[config.mk]
export PLATFORM = sky130hd
export DESIGN_NAME = trap_ctrl
export DESIGN_NICKNAME = d
export VERILOG_FILES = /design/src/rtl/trap_ctrl.sv
export SDC_FILE = /design/constraint.sdc
export NUM_CORES = 1
export LEC_CHECK = 0
export ABC_AREA = 1
export ABC_CLOCK_PERIOD_IN_PS = 1700
export CAP_MARGIN = 20
export CORE_AREA = 2 2 155 157
export DETAILED_ROUTE_END_ITERATION = 8
export DIE_AREA = 0 0 157 159
export PLACE_DENSITY_LB_ADDON = 0.1
export SLEW_MARGIN = 20
export SYNTH_ARGS = -nofsm -noshare
export SYNTH_HDL_FRONTEND = slang
export SYNTH_SLANG_ARGS = --single-unit
[constraint.sdc]
create_clock -name clk -period 1.7 [get_ports clk]
set_input_delay 0.51 -clock clk [delete_from_list [all_inputs] [get_ports clk]]
set_output_delay 0.51 -clock clk [all_outputs]
set_load 0.01 [all_outputs]
[src/rtl/trap_ctrl.sv]
// trap_ctrl: machine-mode trap sequencer in front of the CSR file.
// Takes synchronous exceptions, raw interrupt lines and MRET from the pipeline.
// Produces mepc/mcause/mtval write strobes and data, mip, mstatus.MIE/MPIE,
// and the pipeline redirect/flush controls.
//
// Ports
//   clk, rst_n                 clock (rising edge), async active-low reset
//   exception_valid/cause/pc/tval  retiring instruction raised an exception
//   instr_boundary, retire_pc  clean boundary for interrupts, interrupt epc
//   mret                       MRET retiring
//   mtvec, csr_mepc, mie       current CSR values
//   mstatus_we, mstatus_wdata  CSR write to mstatus (bit3 MIE, bit7 MPIE)
//   ext_irq, timer_irq, sw_irq raw asynchronous interrupt lines
//   mepc_we, mcause_we, mtval_we, mepc, mcause, mtval   CSR write strobes/data
//   mip                        synchronised pending bits (11 ext, 7 timer, 3 sw)
//   mstatus_mie, mstatus_mpie  mstatus bits
//   redirect, redirect_pc      one-cycle redirect strobe and target
//   flush, busy                kill in-flight instructions, sequencer not idle
//
// Build option: define TRAP_VECTORED_EN to honour mtvec mode 01 (vectored
// interrupts). Without it the trap target is always the mtvec base.
module trap_ctrl #(
    parameter int unsigned FLUSH_CYCLES    = 2,
    parameter int unsigned IRQ_SYNC_STAGES = 2
) (
    input  logic        clk,
    input  logic        rst_n,
    input  logic        exception_valid,
    input  logic [3:0]  exception_cause,
    input  logic [31:0] exception_pc,
    input  logic [31:0] exception_tval,
    input  logic        instr_boundary,
    input  logic [31:0] retire_pc,
    input  logic        mret,
    input  logic [31:0] mtvec,
    input  logic [31:0] csr_mepc,
    input  logic [31:0] mie,
    input  logic        mstatus_we,
    input  logic [31:0] mstatus_wdata,
    input  logic        ext_irq,
    input  logic        timer_irq,
    input  logic        sw_irq,
    output logic        mepc_we,
    output logic        mcause_we,
    output logic        mtval_we,
    output logic [31:0] mepc,
    output logic [31:0] mcause,
    output logic [31:0] mtval,
    output logic [31:0] mip,
    output logic        mstatus_mie,
    output logic        mstatus_mpie,
    output logic        redirect,
    output logic [31:0] redirect_pc,
    output logic        flush,
    output logic        busy
);

    localparam int unsigned CNT_W = (FLUSH_CYCLES > 1) ? $clog2(FLUSH_CYCLES) : 1;
    localparam int unsigned SYN_W = IRQ_SYNC_STAGES;

    localparam logic [1:0] IDLE  = 2'd0;
    localparam logic [1:0] TRAP  = 2'd1;
    localparam logic [1:0] RET   = 2'd2;
    localparam logic [1:0] FLUSH = 2'd3;

    logic [1:0]       state, state_d;
    logic [CNT_W-1:0] cnt, cnt_d;
    logic [SYN_W-1:0] ext_sync, timer_sync, sw_sync;
    logic             strobe, strobe_d, redirect_d, flush_d;
    logic             mie_d, mpie_d;
    logic [31:0]      mepc_d, mcause_d, mtval_d, redirect_pc_d;
    logic             ext_s, timer_s, sw_s;
    logic             irq_take;
    logic [3:0]       irq_code;
    logic [31:0]      base, irq_target;
    logic             unused;

    // Interrupt line synchronisers (level sensitive)
    always_ff @(posedge clk or negedge rst_n) begin
        if (!rst_n) begin
            ext_sync   <= '0;
            timer_sync <= '0;
            sw_sync    <= '0;
        end else begin
            ext_sync   <= {ext_sync[SYN_W-2:0], ext_irq};
            timer_sync <= {timer_sync[SYN_W-2:0], timer_irq};
            sw_sync    <= {sw_sync[SYN_W-2:0], sw_irq};
        end
    end

    assign ext_s   = ext_sync[SYN_W-1];
    assign timer_s = timer_sync[SYN_W-1];
    assign sw_s    = sw_sync[SYN_W-1];
    assign mip     = {20'b0, ext_s, 3'b0, timer_s, 3'b0, sw_s, 3'b0};

    // Interrupt selection: ext > sw > timer
    always_comb begin
        irq_code = 4'd7;
        if (ext_s && mie[11]) begin
            irq_code = 4'd11;
        end else if (sw_s && mie[3]) begin
            irq_code = 4'd3;
        end
    end

    assign irq_take = mstatus_mie && instr_boundary &&
                      ((ext_s && mie[11]) || (sw_s && mie[3]) || (timer_s && mie[7]));
    assign base     = {mtvec[31:2], 2'b00};

`ifdef TRAP_VECTORED_EN
    assign irq_target = (mtvec[1:0] == 2'b01) ? base + {26'b0, irq_code, 2'b00} : base;
`else
    assign irq_target = base;
`endif

    // Next state and next registered-output values
    always_comb begin
        state_d       = state;
        cnt_d         = cnt;
        strobe_d      = 1'b0;
        redirect_d    = 1'b0;
        mie_d         = mstatus_mie;
        mpie_d        = mstatus_mpie;
        mepc_d        = mepc;
        mcause_d      = mcause;
        mtval_d       = mtval;
        redirect_pc_d = redirect_pc;
        case (state)
            IDLE: begin
                if (exception_valid) begin
                    state_d       = TRAP;
                    strobe_d      = 1'b1;
                    redirect_d    = 1'b1;
                    mepc_d        = exception_pc;
                    mcause_d      = {28'b0, exception_cause};
                    mtval_d       = exception_tval;
                    redirect_pc_d = base;
                    mpie_d        = mstatus_mie;
                    mie_d         = 1'b0;
                end else if (mret) begin
                    state_d       = RET;
                    redirect_d    = 1'b1;
                    redirect_pc_d = csr_mepc;
                    mie_d         = mstatus_mpie;
                    mpie_d        = 1'b1;
                end else if (irq_take) begin
                    state_d       = TRAP;
                    strobe_d      = 1'b1;
                    redirect_d    = 1'b1;
                    mepc_d        = retire_pc;
                    mcause_d      = {1'b1, 27'b0, irq_code};
                    mtval_d       = 32'b0;
                    redirect_pc_d = irq_target;
                    mpie_d        = mstatus_mie;
                    mie_d         = 1'b0;
                end else if (mstatus_we) begin
                    mie_d  = mstatus_wdata[3];
                    mpie_d = mstatus_wdata[7];
                end
            end
            TRAP, RET: begin
                state_d = FLUSH;
                cnt_d   = CNT_W'(FLUSH_CYCLES - 1);
            end
            FLUSH: begin
                if (cnt == '0) begin
                    state_d = IDLE;
                end else begin
                    cnt_d = cnt - CNT_W'(1);
                end
            end
            default: state_d = IDLE;
        endcase
        flush_d = (state_d != IDLE);
    end

    // State and output registers
    always_ff @(posedge clk or negedge rst_n) begin
        if (!rst_n) begin
            state        <= IDLE;
            cnt          <= '0;
            strobe       <= 1'b0;
            redirect     <= 1'b0;
            flush        <= 1'b0;
            busy         <= 1'b0;
            mstatus_mie  <= 1'b0;
            mstatus_mpie <= 1'b0;
            mepc         <= 32'b0;
            mcause       <= 32'b0;
            mtval        <= 32'b0;
            redirect_pc  <= 32'b0;
        end else begin
            state        <= state_d;
            cnt          <= cnt_d;
            strobe       <= strobe_d;
            redirect     <= redirect_d;
            flush        <= flush_d;
            busy         <= flush_d;
            mstatus_mie  <= mie_d;
            mstatus_mpie <= mpie_d;
            mepc         <= mepc_d;
            mcause       <= mcause_d;
            mtval        <= mtval_d;
            redirect_pc  <= redirect_pc_d;
        end
    end

    assign mepc_we   = strobe;
    assign mcause_we = strobe;
    assign mtval_we  = strobe;

    // CSR bits this block does not look at
    assign unused = ^{mie[31:12], mie[10:8], mie[6:4], mie[2:0],
                      mstatus_wdata[31:8], mstatus_wdata[6:4], mstatus_wdata[2:0],
                      mtvec[1:0]};

endmodule

[After elaboration in Yosys (flattened, before gate mapping)]
Index checks and enable logic that the tools add are counted.
Word-level totals
  output and inout port bits: 168
  bits in registers: 142
  memory bits (writable): 0
  latch bits: 0
  memory bits (read-only): 0
  logic and storage cells: 72
  memories kept: 0
  input port bits: 237
Cells by class
  equality and inequality tests: 4
  bitwise logic cells: 0
  magnitude comparators: 0
  $mul: 0
  reduce and logical (&&, ||, !) cells: 17
  add/subtract/negate cells: 1
  muxes and demuxes: 36
  shift operators: 0
  div/mod/pow operators: 0
Operator list (number)
  2-to-1 mux 32 bit: 12
  2-to-1 mux 1 bit: 16
  2-to-1 mux 2 bit: 4
  case mux 2 bit (3 select lines): 1
  nonzero test 2 bit: 3
  logical AND 1 bit: 5
  == test 2 bit, second input constant: 2
  2-to-1 mux 4 bit: 1
  AND reduction 2 bit: 2
  nonzero test 4 bit: 1
  2-to-1 mux 3 bit: 1
  AND reduction 3 bit: 1
  nonzero test 3 bit: 1
  == test 2 x 1 -> 1 bit, second input constant: 1
  zero test 2 bit: 1
  logical OR 1 bit: 2
  != test 2 bit, second input constant: 1
  case mux 1 bit (2 select lines): 1
  OR reduction 2 bit: 1
  subtractor 1 bit, second input constant: 1

[Logic depth before layout (Yosys ltp)]
  depth after elaboration: 9
  mapped depth: 11
  mapped depth without buffers: 10

[Worst setup path before layout]
OpenSTA, ideal clock, no wires.
  kind: register to register
  start point: register state[0]
  end point: register mtval[20]
  slack: 0.135 ns
  required time: 1.583 ns
  data arrival time: 1.448 ns
  cell stages (with the launch flop): 11
  clock period less this slack: 1.565 ns
  path buffers: 3
  setup time: 0.117 ns
  cell sequence: dfrtp_1 inv_1 ha_1 buf_2 inv_1 nor2_4 nand2_4 buf_6 buf_4 nand2_1 nand2_1
Between the ends
  longest elaborated chain between the ends: 2
RTL lines
  start: declaration: RTL line 66  | logic [1:0] state, state_d;
  start signal: assignment: RTL line 193  | state <= state_d;
  zero test 2 bit: RTL line 128  | case (state)
  AND reduction 3 bit (no source line)
  end signal: assignment: RTL line 203  | mtval <= mtval_d;
  end: declaration: RTL line 48  | output logic [31:0] mtval,
Every way passes these cells.
A chain may end at the register's enable or synchronous reset.

[Worst setup path after layout]
  start point: register mstatus_mie
  end point: output port mstatus_mie
RTL lines
  start: declaration: RTL line 50  | output logic mstatus_mie,
  start signal: assignment: RTL line 199  | mstatus_mie <= mie_d;
No word-level cell between the ends.

==> flow_metrics.py <==
metrics = {
    "status": {
        "status": "completed",
    },
    "power_and_ir_drop": {
        "power_density_nw_per_um2": 1420,
        "finalPower_mw": 12.8,
        "p_leak_nw": 4.64,
        "ir_worst_vdd_v": 0.000630,
    },
    "sta": {
        "final.period_utilization": 0.962,
        "clock-skew-final_ns": 0.0108,
        "fin_tns_setup_ns": 0,
        "grt_setup_unrepaired": "false",
        "hold_violations": 0,
        "finalSetupViolCount": 0,
        "fin_crit_ns": 1.64,
        "holdWs_ns": 0.104,
        "clock.fmax_mhz": 612,
        "timing.final.max_slew_violations": 0,
        "timing.final.ws_setup_ns": 0.0648,
    },
    "critical_path": {
        "timing.rr.start": "state[0]$_DFF_PN0_",
        "crit_fanout": 4,
        "required_ns": 1.19,
        "reg2reg_slack_ns": 0.22,
        "critPathCapture": "mstatus_mie",
        "path_depth": 1,
        "startpoint": "mstatus_mie$_DFFE_PN0P_",
        "reg2reg_depth": 8,
        "startpoint_type": "flop",
        "crit_type": "flop to output port",
        "critical-path-slowest-cell": "dfrtp_1",
        "critPathCaptureType": "output port",
        "cp_top_family": "flip-flops",
        "cp_cell_sequence": "dlygate4sd2_1",
        "max_stage_delay_ns": 0.41,
        "critical_path_buf_inv_count": 1,
        "arrival_ns": 1.13,
        "r2r-end": "mepc[26]$_DFFE_PN0P_",
    },
    "grt": {
        "antenna_found_initial": 1,
        "top_usage_layer": "met2",
        "grt_max_degree": 61,
        "grt.overflow.total": 0,
        "grt_util_met1": 0.157,
        "grtUsageMet2": 0.236,
        "first_global_vias": 4871,
        "grtUsageTotal": 0.136,
        "met3_usage": 0.0465,
        "grt_first_pass_wirelength_um": 26400,
    },
    "synthesis": {
        "syn_area_per_cell_um2": 9.48,
        "ys.flop_type": "dfrtp_1",
        "ys_top_cells_by_area": "dfrtp_1 (53%), nand2_1 (12%), mux2i_1 (11%), buf_4 (9.3%), o21ai_0 (4.1%)",
        "synth-seq-cells": 115,
        "synth.most_common_cell": "nand2_1",
        "synth_cells": 576,
        "synth_cell_type_count": 24,
        "ys_seq_area_frac": 0.527,
        "synth_top_area_cell": "dfrtp_1",
        "synth-edff-count": 0,
        "async_flop_share": 1.00,
        "ys_top_cells_by_count": "nand2_1 (169), dfrtp_1 (115), buf_4 (68), mux2i_1 (62), o21ai_0 (45)",
        "synth_top_area_share": 0.527,
        "syn_area_um2": 5460,
        "ys_warn_count": 0,
    },
    "clock_tree": {
        "htreeDepth": 4,
        "clk_latency_ns": 0.41,
        "cts_tree": "built",
        "clock_path_buffers": 2,
        "clk_pin_slew_ns": 0.06,
        "cts.sinks": 115,
        "cts_buffers": 17,
        "root_buffer": "clkbuf_16",
        "hold_buffers": 0,
    },
    "finish": {
        "post-route-cell-area_um2": 9000,
        "multi_input_area_um2": 2100,
        "drive_above_1_share": 0.0730,
        "area_growth_pct": 64.9,
        "fin_cells": 1197,
        "utilization": 0.388,
        "regArea_um2": 2880,
        "n_fill_cell": 2341,
        "nets": 1105,
    },
    "placement": {
        "dp_cells": 1165,
        "placedInstanceArea_um2": 8550,
        "place_hpwl_um": 12900,
        "pre_cts_ws_ns": -0.315,
        "gp_congestion": 0.744,
        "port_buffers": 287,
    },
    "die": {
        "floorplan.initialDensity": 0.235,
        "die_h_um": 159,
        "rows": 56,
        "die_w_um": 157,
        "core_um2": 23200,
        "ios": 405,
        "die_area_um2": 25000,
    },
    "detailed_routing": {
        "first_pass_iters": 4,
        "drtAntennaViolNets": 0,
        "vias_per_cell": 3.98,
        "vias": 4763,
        "post_drt_wl_per_cell_um": 14.2,
        "drc": 0,
        "drt_iter0_markers": 164,
        "routed_wl_um": 17000,
    },
    "worst_hold_path": {
        "hold_path.class": "primary input to asynchronous set/reset pin",
    },
    "flow_run": {
        "drv_cap": 0,
    },
}
## registers in the layout, summed over array words and instances (netlist names), 2 cells and up
register,count
ext_sync,2
mcause,5
mepc,32
mtval,32
redirect_pc,32
state,2
sw_sync,2
timer_sync,2
## layout make-up
cell class	instances	share of cell area
multi-input cells	407	0.233
clock buffers	19	0.0492
well taps	319	0.0443
inverters	14	0.00584
clock inverters	11	0.0126
repair buffers	311	0.335
diodes	1	0.000278
flip-flops and latches	115	0.320
## cells in the final DEF, fill, tap and decap left out, types with 2 or more instances in the layout
cell type,netlist,layout
buf_12,0,7
buf_4,68,16
bufinv_16,0,2
clkbuf_16,0,18
clkdlybuf4s50_1,0,173
clkinv_2,0,6
clkinvlp_4,0,2
conb_1,1,56
dfrtp_1,115,115
dlygate4sd2_1,0,112
ha_1,2,2
inv_1,12,12
inv_2,2,2
mux2i_1,62,62
nand2_1,169,167
nand2_2,1,3
nand3_1,37,37
nor2_1,3,3
o21ai_0,45,45
o21ai_1,26,26
## cell families after synthesis
family / share of synthesized area
AOI/OAI and AO/OA: 0.0660
adders and majority gates: 0.00458
buffers and inverters: 0.127
DFF: 0.527
muxes: 0.114
other: 0.000687
and+or+nand+nor: 0.161
## power by group
| group | total [mW] | switching (mW) | leakage (nW) | internal [mW] |
|---|---|---|---|---|
| registers | 4.54 | 0.605 | 1.43 | 3.94 |
| clock network | 3.40 | 1.24 | 0.274 | 2.16 |
| logic | 4.89 | 2.58 | 2.94 | 2.31 |
| total | 12.8 | 4.42 | 4.64 | 8.41 |
## how the worst min path moves through the flow
stage / startpoint / endpoint / slack [ns]
6_report: rst_n / sw_sync[1]$_DFF_PN0_ / 0.10
5_1_grt: rst_n / sw_sync[1]$_DFF_PN0_ / 0.12
4_1_cts: rst_n / sw_sync[1]$_DFF_PN0_ / 0.11
3_5_place_dp: timer_sync[0]$_DFF_PN0_ / timer_sync[1]$_DFF_PN0_ / 0.34
3_3_place_gp: timer_sync[0]$_DFF_PN0_ / timer_sync[1]$_DFF_PN0_ / 0.33
2_1_floorplan: rst_n / busy$_DFF_PN0_ / 0.21
## what timing repair did
item                                    in CTS  in global routing
pin swaps                                    0                  1
endpoints found under the setup margin     112                 19
setup buffers                                0                  0
gates resized for setup                    112                  2
cloned                                       0                  1
## routing by layer
layer | vias up | wire [µm]
met2 | 184 | 8510
met4 | 0 | 233
li1 | 2355 | -
met1 | 2206 | 6860
met5 | - | 0
met3 | 18 | 1410
Power figures use the tool's default switching activity.
